<file path="src/rtl/uart_tx_fifo_reader.sv">
// uart_tx_fifo_reader
//   Read-side controller for the 256x8 UART TX FIFO. It pops one byte at a
//   time and serialises it onto TX as an asynchronous frame: a start bit,
//   7 or 8 data bits sent LSB first, an optional parity bit, then the stop
//   bit(s). All logic runs on RCLOCK and is paced by the BAUD16 enable.
//
//   Optional feature macro: UART_TX_TWO_STOP_EN
//     defined   -> adds the STOP2 input; STOP2=1 stretches the stop bit to
//                  32 BAUD16 pulses.
//     undefined -> no STOP2 port; the stop bit is always 16 pulses.
//
//   Parameters
//     RD_LATENCY  cycles from the RDB-low cycle to valid DO (1..3)
//
//   Ports
//     RCLOCK      system clock, rising edge
//     RESET       asynchronous reset, active high
//     BAUD16      one-cycle baud x16 enable
//     EMPTY       FIFO empty flag
//     DO[7:0]     FIFO read data
//     RDB         FIFO read enable, active low
//     BIT8        1 = 8 data bits, 0 = 7 data bits
//     PARITY_EN   1 = append a parity bit
//     ODD_N_EVEN  1 = odd parity, 0 = even parity
//     STOP2       (macro only) 1 = double-length stop bit
//     TX          serial output, idles high
//     TX_BUSY     high from the FIFO read until the last stop bit ends
module uart_tx_fifo_reader #(
    parameter int RD_LATENCY = 2
) (
    input  logic       RCLOCK,
    input  logic       RESET,
    input  logic       BAUD16,
    input  logic       EMPTY,
    input  logic [7:0] DO,
    output logic       RDB,
    input  logic       BIT8,
    input  logic       PARITY_EN,
    input  logic       ODD_N_EVEN,
`ifdef UART_TX_TWO_STOP_EN
    input  logic       STOP2,
`endif
    output logic       TX,
    output logic       TX_BUSY
);

    typedef enum logic [2:0] {
        IDLE, FETCH, WAITD, LOAD, START, DATA, PARITY, STOP
    } state_t;

    localparam logic [1:0] WAIT_LAST = 2'(RD_LATENCY - 1);

    state_t     state_q;
    logic [1:0] wait_q;
    logic [4:0] tick_q;
    logic [2:0] bit_q;
    logic [7:0] shift_q;
    logic       bit8_q;
    logic       par_en_q;
    logic       par_q;
    logic       stop2_q;
    logic       tx_q;
    logic       rdb_q;
    logic       busy_q;

    logic       par_d;
    logic       stop2_d;
    logic       bit_end;
    logic [2:0] last_bit;
    logic [4:0] stop_last;

`ifdef UART_TX_TWO_STOP_EN
    assign stop2_d = STOP2;
`else
    assign stop2_d = 1'b0;
`endif

    // Parity is computed from the byte as it is captured; DO[7] only counts
    // in 8-bit mode.
    assign par_d     = (^DO[6:0]) ^ (BIT8 & DO[7]) ^ ODD_N_EVEN;
    assign bit_end   = BAUD16 && (tick_q == 5'd15);
    assign last_bit  = bit8_q ? 3'd7 : 3'd6;
    assign stop_last = stop2_q ? 5'd31 : 5'd15;

    always_ff @(posedge RCLOCK or posedge RESET) begin
        if (RESET) begin
            state_q  <= IDLE;
            wait_q   <= '0;
            tick_q   <= '0;
            bit_q    <= '0;
            shift_q  <= '0;
            bit8_q   <= 1'b0;
            par_en_q <= 1'b0;
            par_q    <= 1'b0;
            stop2_q  <= 1'b0;
            tx_q     <= 1'b1;
            rdb_q    <= 1'b1;
            busy_q   <= 1'b0;
        end else begin
            // RDB is a one-cycle strobe; only the transitions into FETCH
            // pull it low.
            rdb_q <= 1'b1;
            case (state_q)
                IDLE: begin
                    if (!EMPTY) begin
                        state_q <= FETCH;
                        rdb_q   <= 1'b0;
                        busy_q  <= 1'b1;
                    end
                end
                FETCH: begin
                    wait_q  <= '0;
                    state_q <= WAITD;
                end
                WAITD: begin
                    // The read is committed; EMPTY is not looked at here.
                    if (wait_q == WAIT_LAST) begin
                        shift_q  <= {DO[7] & BIT8, DO[6:0]};
                        bit8_q   <= BIT8;
                        par_en_q <= PARITY_EN;
                        par_q    <= par_d;
                        stop2_q  <= stop2_d;
                        state_q  <= LOAD;
                    end else begin
                        wait_q <= wait_q + 2'd1;
                    end
                end
                LOAD: begin
                    if (BAUD16) begin
                        tx_q    <= 1'b0;
                        tick_q  <= '0;
                        state_q <= START;
                    end
                end
                START: begin
                    if (bit_end) begin
                        tick_q  <= '0;
                        tx_q    <= shift_q[0];
                        shift_q <= shift_q >> 1;
                        bit_q   <= '0;
                        state_q <= DATA;
                    end else if (BAUD16) begin
                        tick_q <= tick_q + 5'd1;
                    end
                end
                DATA: begin
                    if (bit_end) begin
                        tick_q <= '0;
                        if (bit_q == last_bit) begin
                            if (par_en_q) begin
                                tx_q    <= par_q;
                                state_q <= PARITY;
                            end else begin
                                tx_q    <= 1'b1;
                                state_q <= STOP;
                            end
                        end else begin
                            tx_q    <= shift_q[0];
                            shift_q <= shift_q >> 1;
                            bit_q   <= bit_q + 3'd1;
                        end
                    end else if (BAUD16) begin
                        tick_q <= tick_q + 5'd1;
                    end
                end
                PARITY: begin
                    if (bit_end) begin
                        tick_q  <= '0;
                        tx_q    <= 1'b1;
                        state_q <= STOP;
                    end else if (BAUD16) begin
                        tick_q <= tick_q + 5'd1;
                    end
                end
                STOP: begin
                    if (BAUD16) begin
                        if (tick_q == stop_last) begin
                            tick_q <= '0;
                            // Chain straight into the next read when data is
                            // waiting; TX_BUSY then never drops between frames.
                            if (!EMPTY) begin
                                state_q <= FETCH;
                                rdb_q   <= 1'b0;
                            end else begin
                                state_q <= IDLE;
                                busy_q  <= 1'b0;
                            end
                        end else begin
                            tick_q <= tick_q + 5'd1;
                        end
                    end
                end
                default: state_q <= IDLE;
            endcase
        end
    end

    assign TX      = tx_q;
    assign RDB     = rdb_q;
    assign TX_BUSY = busy_q;

endmodule
</file>
<file path="config.mk">
export PLATFORM = sky130hd
export DESIGN_NAME = uart_tx_fifo_reader
export DESIGN_NICKNAME = d
export VERILOG_FILES = /design/src/rtl/uart_tx_fifo_reader.sv
export SDC_FILE = /design/constraint.sdc
export NUM_CORES = 1
export LEC_CHECK = 0
export BUFFER_PORTS_ARGS = -buffer_cell sky130_fd_sc_hd__buf_2
export CAP_MARGIN = 20
export CORE_ASPECT_RATIO = 2
export CORE_UTILIZATION = 29
export DETAILED_ROUTE_END_ITERATION = 10
export SETUP_SLACK_MARGIN = 0.4
export SKIP_LAST_GASP = 1
export SYNTH_ARGS = -nofsm -noshare
export SYNTH_HDL_FRONTEND = slang
export SYNTH_SLANG_ARGS = --single-unit
</file>
<file path="constraint.sdc">
create_clock -name RCLOCK -period 2.67 [get_ports RCLOCK]
set_clock_uncertainty 0.15 [all_clocks]
set_input_delay 0.4005 -clock RCLOCK [delete_from_list [all_inputs] [get_ports RCLOCK]]
set_output_delay 0.4005 -clock RCLOCK [all_outputs]
set_load 0.005 [all_outputs]
</file>
==> results of run 1 <==
-- stage by stage --
step	cells	power (mW)
floorplan	159	1.27
global placement	233	1.45
detailed placement	233	1.46
CTS	237	1.71
global route	237	1.84
finish	237	1.69
-- registers in the layout (all words and copies together), names as in the netlist --
register  flops
shift_q       8
par_en_q      1
bit_q         3
wait_q        2
tick_q        5
TX_BUSY       1
TX            1
bit8_q        1
state_q       3
par_q         1
RDB           1
-- worst max path at each step --
| stage | startpoint | endpoint | slack [ns] | depth (start not counted) |
|---|---|---|---|---|
| floorplan | tick_q[0] | shift_q[1] | 0.82 | 6 |
| global placement | tick_q[0] | shift_q[4] | 0.56 | 5 |
| detailed placement | tick_q[0] | shift_q[4] | 0.52 | 5 |
| CTS | tick_q[0] | shift_q[1] | 0.51 | 5 |
| global route | tick_q[0] | shift_q[2] | 0.48 | 5 |
| finish | tick_q[0] | shift_q[3] | 0.64 | 5 |
-- layout make-up --
type	instances	area [sq um]	share of cell area
Multi-Input combinational cell	113	845	0.467
Sequential cell	27	678	0.375
Timing Repair Buffer	22	123	0.0679
Tap cell	60	75.1	0.0416
Clock buffer	4	45.0	0.0249
Inverter	11	41.3	0.0229
-- kinds of logic after synthesis --
family,after synthesis,share of synthesized area
AND/OR/NAND/NOR,43,0.157
AO/OA/AOI/OAI,41,0.157
flip-flops,27,0.422
buffers and inverters,19,0.0522
multiplexers,17,0.130
XOR/XNOR,9,0.0577
adder cells (fa/ha/maj),3,0.0234
-- Yosys cell counts (all sizes together) (2+ instances only) --
| master | count |
|---|---|
| clkbuf | 3 |
| o21ai | 16 |
| nand4 | 2 |
| ha | 3 |
| dfstp | 2 |
| a21oi | 10 |
| xnor2 | 7 |
| mux2 | 13 |
| inv | 11 |
| nand2 | 18 |
| nand3 | 6 |
| dfrtp | 25 |
| nor3 | 4 |
| a21o | 2 |
| nor4 | 2 |
| buf | 5 |
| and2 | 2 |
| nor2 | 4 |
| mux2i | 4 |
-- cells in the final DEF, fill, tap and decap left out, types with 2 or more instances in the layout --
master / n
dfrtp_1: 25
nand2_1: 18
buf_2: 17
o21ai_0: 16
inv_1: 11
a21oi_1: 10
mux2_2: 7
xnor2_1: 7
nand3_1: 6
mux2_4: 6
buf_4: 5
nor2_1: 4
mux2i_1: 4
nor3_1: 3
ha_1: 3
clkbuf_8: 3
dfstp_2: 2
and2_1: 2
nor4_1: 2
nand4_1: 2
-- layer usage --
layer	part of all wire	GRT usage	vias to the layer above
li1	-	-	601
met1	0.40	0.146	564
met2	0.56	0.235	18
met3	0.015	0.0142	7
met4	0.030	0.0769	0
met5	0	0	-
-- power groups by stage --
stage / clock (mW) / sequential [mW] / combinational [mW]
2_1_floorplan: 0 / 0.629 / 0.643
3_3_place_gp: 0 / 0.684 / 0.764
3_5_place_dp: 0 / 0.685 / 0.775
4_1_cts: 0.249 / 0.680 / 0.777
5_1_grt: 0.262 / 0.705 / 0.871
6_report: 0.242 / 0.679 / 0.768
-- tightest hold or removal path, stage by stage --
cell and delay, ns:
buf_2 0.09, inv_1 0.04, buf_4 0.32
==> impl_results.md, run 1 <==
- Status: finished, final reports clean
- R2r endpoint: shift_q[3]
- Flop2flop setup slack: 0.64 ns
- Endpoints failing setup: 0
- Drt drc: 0
- Gate Count Post-Synth: 159
- Final worst slack: 0.644 ns
- Layout cells sized above 1: 0.249
- RSZ-0062 raised after global routing: no
- Port buffer count: 17
- Mean Syn Cell Area: 10.1 sq um
- Worst skew pair latency: 0.28 ns
- Cts repair resizes: 0
- Vias in the first global route: 1294
- Hold_buf cts: 0
- Min-delay worst type: in -> async
- Tmin final: 2.03 ns
- Crit path max fanout: 8
- Detailed-route via count: 1190
- Hold WS: 0.00620 ns
- Core area: 5370 sq um
- Crit-path max cell delay: 0.39 ns
- CP top delay family: simple AND/OR/NAND/NOR gates
- First-pass DRT Iterations: 4
- Fmax: 494 MHz
- Nets: 196
- Worst Setup Start Kind: register
- FILL cells: 569
- Pins over their slew limit: 0
- Buf/Inv on CP: 0
- Fin. Hold Viols: 0
- Required @ worst endpoint: 2.70 ns
- Final wirelength: 3230 microns
- Largest net degree at the start of global routing: 28
- R2r startpoint: tick_q[0]
- GRT Total Usage: 0.135
- P_leak: 0.810 nW
- Yosys top cell area share: 0.390
- Full die area: 5860 sq um
- Crit-path cells: ha_1 > nand4b_4 > nor3_4 > a21o_2 > mux2_4
- Number of synthesized flops with an enable pin: 0
- Clock Sinks: 27
- Row Count: 38
- Cell taking the most area after synthesis: dfrtp_1
- Sequential power share: 0.402
- Tightest Pin Transition: 0.420 ns
- Crit path max-delay cell type: dfrtp_1
- CP endpoint kind: register
- Antenna Nets Post-Route: 0
- R2R depth: 5
- Final TNS setup: 0 ns
- Slew headroom: 0.719
- Via density per instance: 5.02
- Yosys cell types: 42
- Antenna cell count: 0
- Clock Tree Buf Depth: 2
- Area grow syn2layout: 12.5%
- Die height: 107 microns
- Int Pwr: 1.03 mW
- Main synth FF type: dfrtp_1
- Total gr overflow: 0
- Total of max-cap violations: 0
- Warnings, synthesis: 0
- Root buffer cell: clkbuf_8
- Clock network fraction of total power: 0.144
- Net Sw Power: 0.662 mW
- First-pass GRT wire length: 5760 microns
- CTS Buf Count: 3
- Fin crit share: 0.759
- PwrDens: 935 nW/um^2
- Async SR Flop Fraction: 1.00
- Register bit count reported by yosys: 27
- Seq/Total Area, Yosys: 0.422
- CTS tree: done
- WL/cell: 13.6 microns
- Post-Syn Area: 1610 sq um
- Post-placement cell area: 1760 sq um
- Post-synth net total: 177
- Post-CTS setup buffer count: 0
- Dpl ws: 0.522 ns
- Combinational group share of total power: 0.455
- Layout Utilization: 0.336
- Peak supply drop: 0.000383 V
- Final instance area: 1810 sq um
- DIE WIDTH: 54.6 microns
- Starting density of the core: 0.299
- Initial antenna violation count: 0
- Num ports: 18
- Critical path data arrival time: 2.05 ns
- # H-tree levels: 1
- Post-DP HPWL: 2490 microns
- Clock slew at reported path FFs: 0.10 ns
- GPL Wtd Cong: 0.812
- 1st-iter DRT viols: 12
- WS Path Type: reg -> reg
- Sw Share: 0.392
- Synth top area cells: dfrtp_1 39%, mux2_4 5.6%, o21ai_0 5.0%
Note: power is estimated with default switching activity, not from simulation.
==> run 2: changes to the inputs <==
==> constraint.sdc (replaced) <==
create_clock -name RCLOCK -period 1.6 [get_ports RCLOCK]
set_clock_uncertainty 0.15 [all_clocks]
set_input_delay 0.24 -clock RCLOCK [delete_from_list [all_inputs] [get_ports RCLOCK]]
set_output_delay 0.24 -clock RCLOCK [all_outputs]
set_load 0.005 [all_outputs]
==> impl_results.md, run 2 (synthesis results as in run 1) <==
- Status: complete, but fails checks
- Failing checks: negative setup slack
- Final worst slack: -0.126 ns (-0.769 ns)
- Slew headroom: 0.755 (+0.0361)
- Post-DP HPWL: 2920 microns (+17%)
- Crit path to: state_q[0]
- Layout cells sized above 1: 0.453 (+0.204)
- Port buffer count: 17 (unchanged)
- Endpoints failing setup: 8 (+8)
- Total gr overflow: 0 (unchanged)
- Fmax: 580 MHz (+17%)
- Starting density of the core: 0.299 (unchanged)
- Worst skew pair latency: 0.28 ns (about the same)
- Tmin final: 1.73 ns (-0.301 ns)
- Root buffer cell: clkbuf_8
- DIE WIDTH: 54.6 microns (unchanged)
- R2R depth: 5 (unchanged)
- R2r startpoint: tick_q[1]
- Sequential power share: 0.315 (-0.087)
- Clock Sinks: 27 (unchanged)
- Final instance area: 2250 sq um (+25%)
- WL/cell: 14.4 microns (+6.0%)
- Final wirelength: 3930 microns (+22%)
- Full die area: 5860 sq um (unchanged)
- Via density per instance: 4.97 (-1.1%)
- Leading registers by flop count: shift_q: 8 flops, tick_q: 5 flops
- Most frequent cells in the layout: 31 x buf_4, 25 x dfrtp_1, 16 x buf_2
- Top reg by flops: shift_q
- Leading cell type in the layout, fill and taps excluded: buf_4
- Drt drc: 0 (unchanged)
- Placed cells: 255 (+9.4%)
- Fin crit share: 1.08 (+0.320)
- Row Count: 38 (unchanged)
- CP endpoint kind: register
- First-pass DRT Iterations: 4 (unchanged)
- Tightest Pin Transition: 0.368 ns (-0.0524 ns)
- Post-Layout Cell Count: 272 (+15%)
- P_leak: 1.02 nW (+26%)
- Combinational group share of total power: 0.562 (+0.107)
- Clock Tree Buf Depth: 2 (unchanged)
- Critical path data arrival time: 1.75 ns (-0.30 ns)
- Layout Utilization: 0.419 (+0.0831)
- # H-tree levels: 1 (unchanged)
- Fin. Hold Viols: 0 (unchanged)
- Worst hold stages: 3
- Clock slew at reported path FFs: 0.10 ns (about the same)
- Initial antenna violation count: 0 (unchanged)
- Sw Share: 0.385 (-0.00700)
- Largest net degree at the start of global routing: 28 (unchanged)
- Pins over their slew limit: 0 (unchanged)
- First-pass GRT wire length: 6580 microns (+14%)
- Critical Path Source: tick_q[1]
- Core area: 5370 sq um (unchanged)
- PwrDens: 1520 nW/um^2 (+62%)
- Crit path max fanout: 3 (-5)
- Net Sw Power: 1.32 mW (+99%)
- FILL cells: 529 (-7.0%)
- Min-delay worst type: in -> reg
- CTS tree: done
- Total of max-cap violations: 0 (unchanged)
- Worst Setup Start Kind: register
- GPL Wtd Cong: 0.774 (-4.7%)
- Die height: 107 microns (unchanged)
- Flop2flop setup slack: -0.13 ns (-0.77 ns)
- Detailed-route via count: 1351 (+14%)
- Antenna cell count: 0 (unchanged)
- Peak supply drop: 0.000722 V (+88%)
- Final TNS setup: -0.851 ns (-0.851 ns)
- GRT Total Usage: 0.155 (+0.0205)
- Nets: 231 (+18%)
- WS Path Type: reg -> reg
- Post-placement cell area: 1970 sq um (+12%)
- Required @ worst endpoint: 1.62 ns (-1.08 ns)
- Int Pwr: 2.10 mW (+100%)
- CTS Buf Count: 3 (unchanged)
- Clock network fraction of total power: 0.122 (-0.022)
- R2r endpoint: state_q[0]
- Vias in the first global route: 1494 (+15%)
- Num ports: 18 (unchanged)
- Antenna Nets Post-Route: 0 (unchanged)
- 1st-iter DRT viols: 39 (+27)
- Area grow syn2layout: 40.4%
- RSZ-0062 raised after global routing: yes
- Max FFs per register: 8 (unchanged)
[run 2: cell count changes in the layout (fill, tap and decap cells not counted), moves of 3 or more]
cell	delta
buf_6	+7
buf_4	+26
nand2_1	-3
o21ai_0	-7
inv_2	+3
o21ai_1	+7
inv_1	-3
[run 2: how the worst min path moves through the flow]
stage          slack (ns)  endpoint       from
2_1_floorplan        0.14   TX_BUSY      RESET
3_3_place_gp         0.17  par_en_q      RESET
3_5_place_dp         0.18  par_en_q      RESET
4_1_cts              0.02  par_en_q  PARITY_EN
5_1_grt              0.06  par_en_q  PARITY_EN
6_report             0.03  par_en_q  PARITY_EN
[run 2: final cells by class]
type / count / area, sq um / area share
Multi-Input combinational cell: 113 / 968 / 0.430
Sequential cell: 27 / 678 / 0.301
Timing Repair Buffer: 57 / 442 / 0.196
Tap cell: 60 / 75.1 / 0.0333
Clock buffer: 3 / 41.3 / 0.0183
Inverter: 11 / 41.3 / 0.0183
Clock inverter: 1 / 7.51 / 0.00333
[run 2: per-stage QoR]
| stage | worst slack [ns] | hold WS (ns) | power, mW |
|---|---|---|---|
| 2_1_floorplan | -0.131 | 0.141 | 2.20 |
| 5_1_grt | -0.189 | 0.0618 | 3.67 |
| 6_report | -0.126 | 0.0329 | 3.42 |
| 4_1_cts | -0.196 | 0.0232 | 3.33 |
| 3_5_place_dp | -0.195 | 0.182 | 2.73 |
| 3_3_place_gp | -0.179 | 0.170 | 2.71 |
[run 2: worst max-delay path: stages, from the launching register on]
cell and delay [ns]:
dfrtp_1 0.41, ha_4 0.17, and4b_2 0.25, nand2_2 0.06, o311a_1 0.28, o32a_1 0.28
[run 2: what timing repair did]
| action | CTS | global route |
|---|---|---|
| hold buffers | 1 | 0 |
| hold endpoints to repair | 25 | 0 |
| gates resized for setup | 24 | 13 |
| buffers inserted | 8 | 4 |
| endpoints found under the setup margin | 30 | 30 |
| pin swaps | 12 | 11 |
[run 2: layer usage]
layer	routed length (microns)	vias up	global-route usage
met2	2370	24	0.289
met5	0	-	0
li1	-	673	-
met4	97	0	0.0696
met3	88	9	0.0213
met1	1370	645	0.156
[run 2: power groups by stage]
stage | logic, mW | clock network, mW | registers, mW
final | 1.92 | 0.418 | 1.08
after global routing | 2.13 | 0.444 | 1.10
after CTS | 1.83 | 0.425 | 1.07
after detailed placement | 1.64 | 0 | 1.08
after global placement | 1.63 | 0 | 1.08
after floorplan | 1.14 | 0 | 1.06
==> run 3: changes to the inputs <==
==> constraint.sdc (replaced) <==
create_clock -name RCLOCK -period 2.05 [get_ports RCLOCK]
set_clock_uncertainty 0.15 [all_clocks]
set_input_delay 0.3075 -clock RCLOCK [delete_from_list [all_inputs] [get_ports RCLOCK]]
set_output_delay 0.3075 -clock RCLOCK [all_outputs]
set_load 0.005 [all_outputs]
==> impl_results.md, run 3 (synthesis results as in run 1) <==
- Status: finished, final reports clean
- CTS Buf Count: 3 (unchanged)
- P_leak: 0.907 nW (-11%)
- Net Sw Power: 0.909 mW (-31%)
- Post-DP HPWL: 2730 microns (-6.5%)
- Layout cells sized above 1: 0.345 (-0.107)
- Clock slew at reported path FFs: 0.10 ns (about the same)
- GRT Total Usage: 0.143 (-0.0128)
- Pins over their slew limit: 0 (unchanged)
- Total gr overflow: 0 (unchanged)
- Sw Share: 0.385 (about the same)
- Via density per instance: 5.07 (+2.2%)
- GPL Wtd Cong: 0.710 (-8.2%)
- Fin. Hold Viols: 0 (unchanged)
- Clock network fraction of total power: 0.130 (+0.008)
- Total of max-cap violations: 0 (unchanged)
- Slew headroom: 0.767 (+0.0119)
- Worst Setup Start Kind: register
- Crit path max-delay cell type: dfrtp_2
- Flop2flop setup slack: 0.32 ns (+0.44 ns)
- Critical path data arrival time: 1.75 ns (about the same)
- Antenna Nets Post-Route: 0 (unchanged)
- Most frequent cells in the layout: 24 x dfrtp_1, 18 x buf_4, 17 x nand2_1, 17 x buf_2, 15 x o21ai_0
- Crit-path max cell delay: 0.41 ns (about the same)
- Final wirelength: 3510 microns (-11%)
- HP Start: PARITY_EN
- Final TNS setup: 0 ns (+0.851 ns)
- Hold Path Sink: par_en_q
- Tightest Pin Transition: 0.350 ns (-0.0178 ns)
- Crit path max fanout: 8 (+5)
- Starting density of the core: 0.299 (unchanged)
- Area grow syn2layout: 23.9%
- WS Path Type: reg -> reg
- Required @ worst endpoint: 2.06 ns (+0.44 ns)
- Core area: 5370 sq um (unchanged)
- Endpoints failing setup: 0 (-8)
- Leading registers by flop count: shift_q: 8 flops, tick_q: 5 flops
- Antenna cell count: 0 (unchanged)
- Top reg by flops: shift_q
- Hold WS: 0.0783 ns (+0.0454 ns)
- Leading cell type in the layout, fill and taps excluded: dfrtp_1
- Multi-input gate area: 883 sq um (-8.8%)
- RSZ-0062 raised after global routing: yes
- Port buffer count: 17 (unchanged)
- Min-delay worst type: in -> reg
- Die height: 107 microns (unchanged)
- Full die area: 5860 sq um (unchanged)
- 1st-iter DRT viols: 31 (-21%)
- Num ports: 18 (unchanged)
- Worst hold stages: 3 (unchanged)
- R2r startpoint: tick_q[0]
- First-pass DRT Iterations: 4 (unchanged)
- Int Pwr: 1.45 mW (-31%)
- Fmax: 577 MHz (-0.36%)
- Clock Sinks: 27 (unchanged)
- Fin crit share: 0.845 (-0.234)
- Peak supply drop: 0.000673 V (-6.7%)
- Vias in the first global route: 1328 (-11%)
- FILL cells: 564 (+6.6%)
- # H-tree levels: 1 (unchanged)
- DIE WIDTH: 54.6 microns (unchanged)
- Initial antenna violation count: 0 (unchanged)
- Nets: 213 (-7.8%)
- Buf/Inv on CP: 1 (+1)
- Crit-path cells: ha_4 > nand4b_4 > nor3_4 > a21o_1 > buf_6 > mux2_4
- R2r endpoint: shift_q[5]
- PwrDens: 1190 nW/um^2 (-22%)
- Max FFs per register: 8 (unchanged)
- Root buffer cell: clkbuf_8
- Combinational group share of total power: 0.498 (-0.064)
- Drt drc: 0 (unchanged)
- CTS tree: done
- Register area: 679 sq um (+0.18%)
- Row Count: 38 (unchanged)
- CP top delay family: flip-flops
- Sequential power share: 0.371 (+0.056)
- Tmin final: 1.73 ns (+0.00625 ns)
- Largest net degree at the start of global routing: 28 (unchanged)
- Clock Tree Buf Depth: 2 (unchanged)
- First-pass GRT wire length: 6070 microns (-7.9%)
- Worst skew pair latency: 0.28 ns (about the same)
- WL/cell: 13.8 microns (-4.3%)
- CP endpoint kind: register
- Detailed-route via count: 1289 (-4.6%)
- R2R depth: 6 (+1)
run 3: cell types whose count changed in the layout (fill, tap and decap cells not counted), sizes merged:
cell      change
clkinv        +1
clkinvlp      -1
buf          -18
run 3: final cells by class:
type / count / share of cell area
Sequential cell: 27 / 0.342
Inverter: 11 / 0.0208
Clock inverter: 1 / 0.00252
Timing Repair Buffer: 39 / 0.133
Clock buffer: 3 / 0.0208
Tap cell: 60 / 0.0377
Multi-Input combinational cell: 113 / 0.444
run 3: metal layers:
metal	track usage	routed length, microns
met5	0	0
met4	0.0568	84
met3	0.0184	75
met2	0.264	2110
met1	0.148	1240
run 3: worst register-to-register path, cell delays in order, from the launching register on:
cell	delay, ns
dfrtp_2	0.41
ha_4	0.16
nand4b_4	0.14
nor3_4	0.15
a21o_1	0.15
buf_6	0.15
mux2_4	0.30
run 3: timing repair:
item,CTS,global route
setup buffers,7,4
setup endpoints to repair,11,15
pin swaps,1,2
endpoints found under the hold margin,25,0
hold buffers,1,0
resized for setup,3,7
run 3: metrics by stage:
stage,utilization,power [mW],area (sq um),std cells,worst slack [ns]
floorplan,-,1.68,1630,159,0.319
global placement,0.339,1.95,1820,238,0.291
detailed placement,0.339,1.98,1820,238,0.267
CTS,0.361,2.33,1940,250,0.276
global route,0.370,2.55,1990,254,0.218
finish,0.370,2.36,1990,254,0.318
run 3: worst max-delay path by stage:
| stage | slack, ns | cells after the start | to | from |
|---|---|---|---|---|
| after floorplan | 0.32 | 6 | shift_q[1] | tick_q[1] |
| after global placement | 0.29 | 6 | shift_q[3] | wait_q[1] |
| after detailed placement | 0.27 | 6 | shift_q[6] | tick_q[1] |
| after CTS | 0.28 | 5 | state_q[0] | tick_q[0] |
| after global routing | 0.22 | 6 | shift_q[5] | tick_q[0] |
| final | 0.32 | 6 | shift_q[5] | tick_q[0] |
run 3: power by group through the flow:
stage / sequential, mW / clock (mW) / combinational [mW]
after global placement: 0.879 / 0 / 1.07
final: 0.878 / 0.308 / 1.18
after global routing: 0.909 / 0.336 / 1.31
after detailed placement: 0.881 / 0 / 1.10
after floorplan: 0.828 / 0 / 0.850
after CTS: 0.872 / 0.317 / 1.14
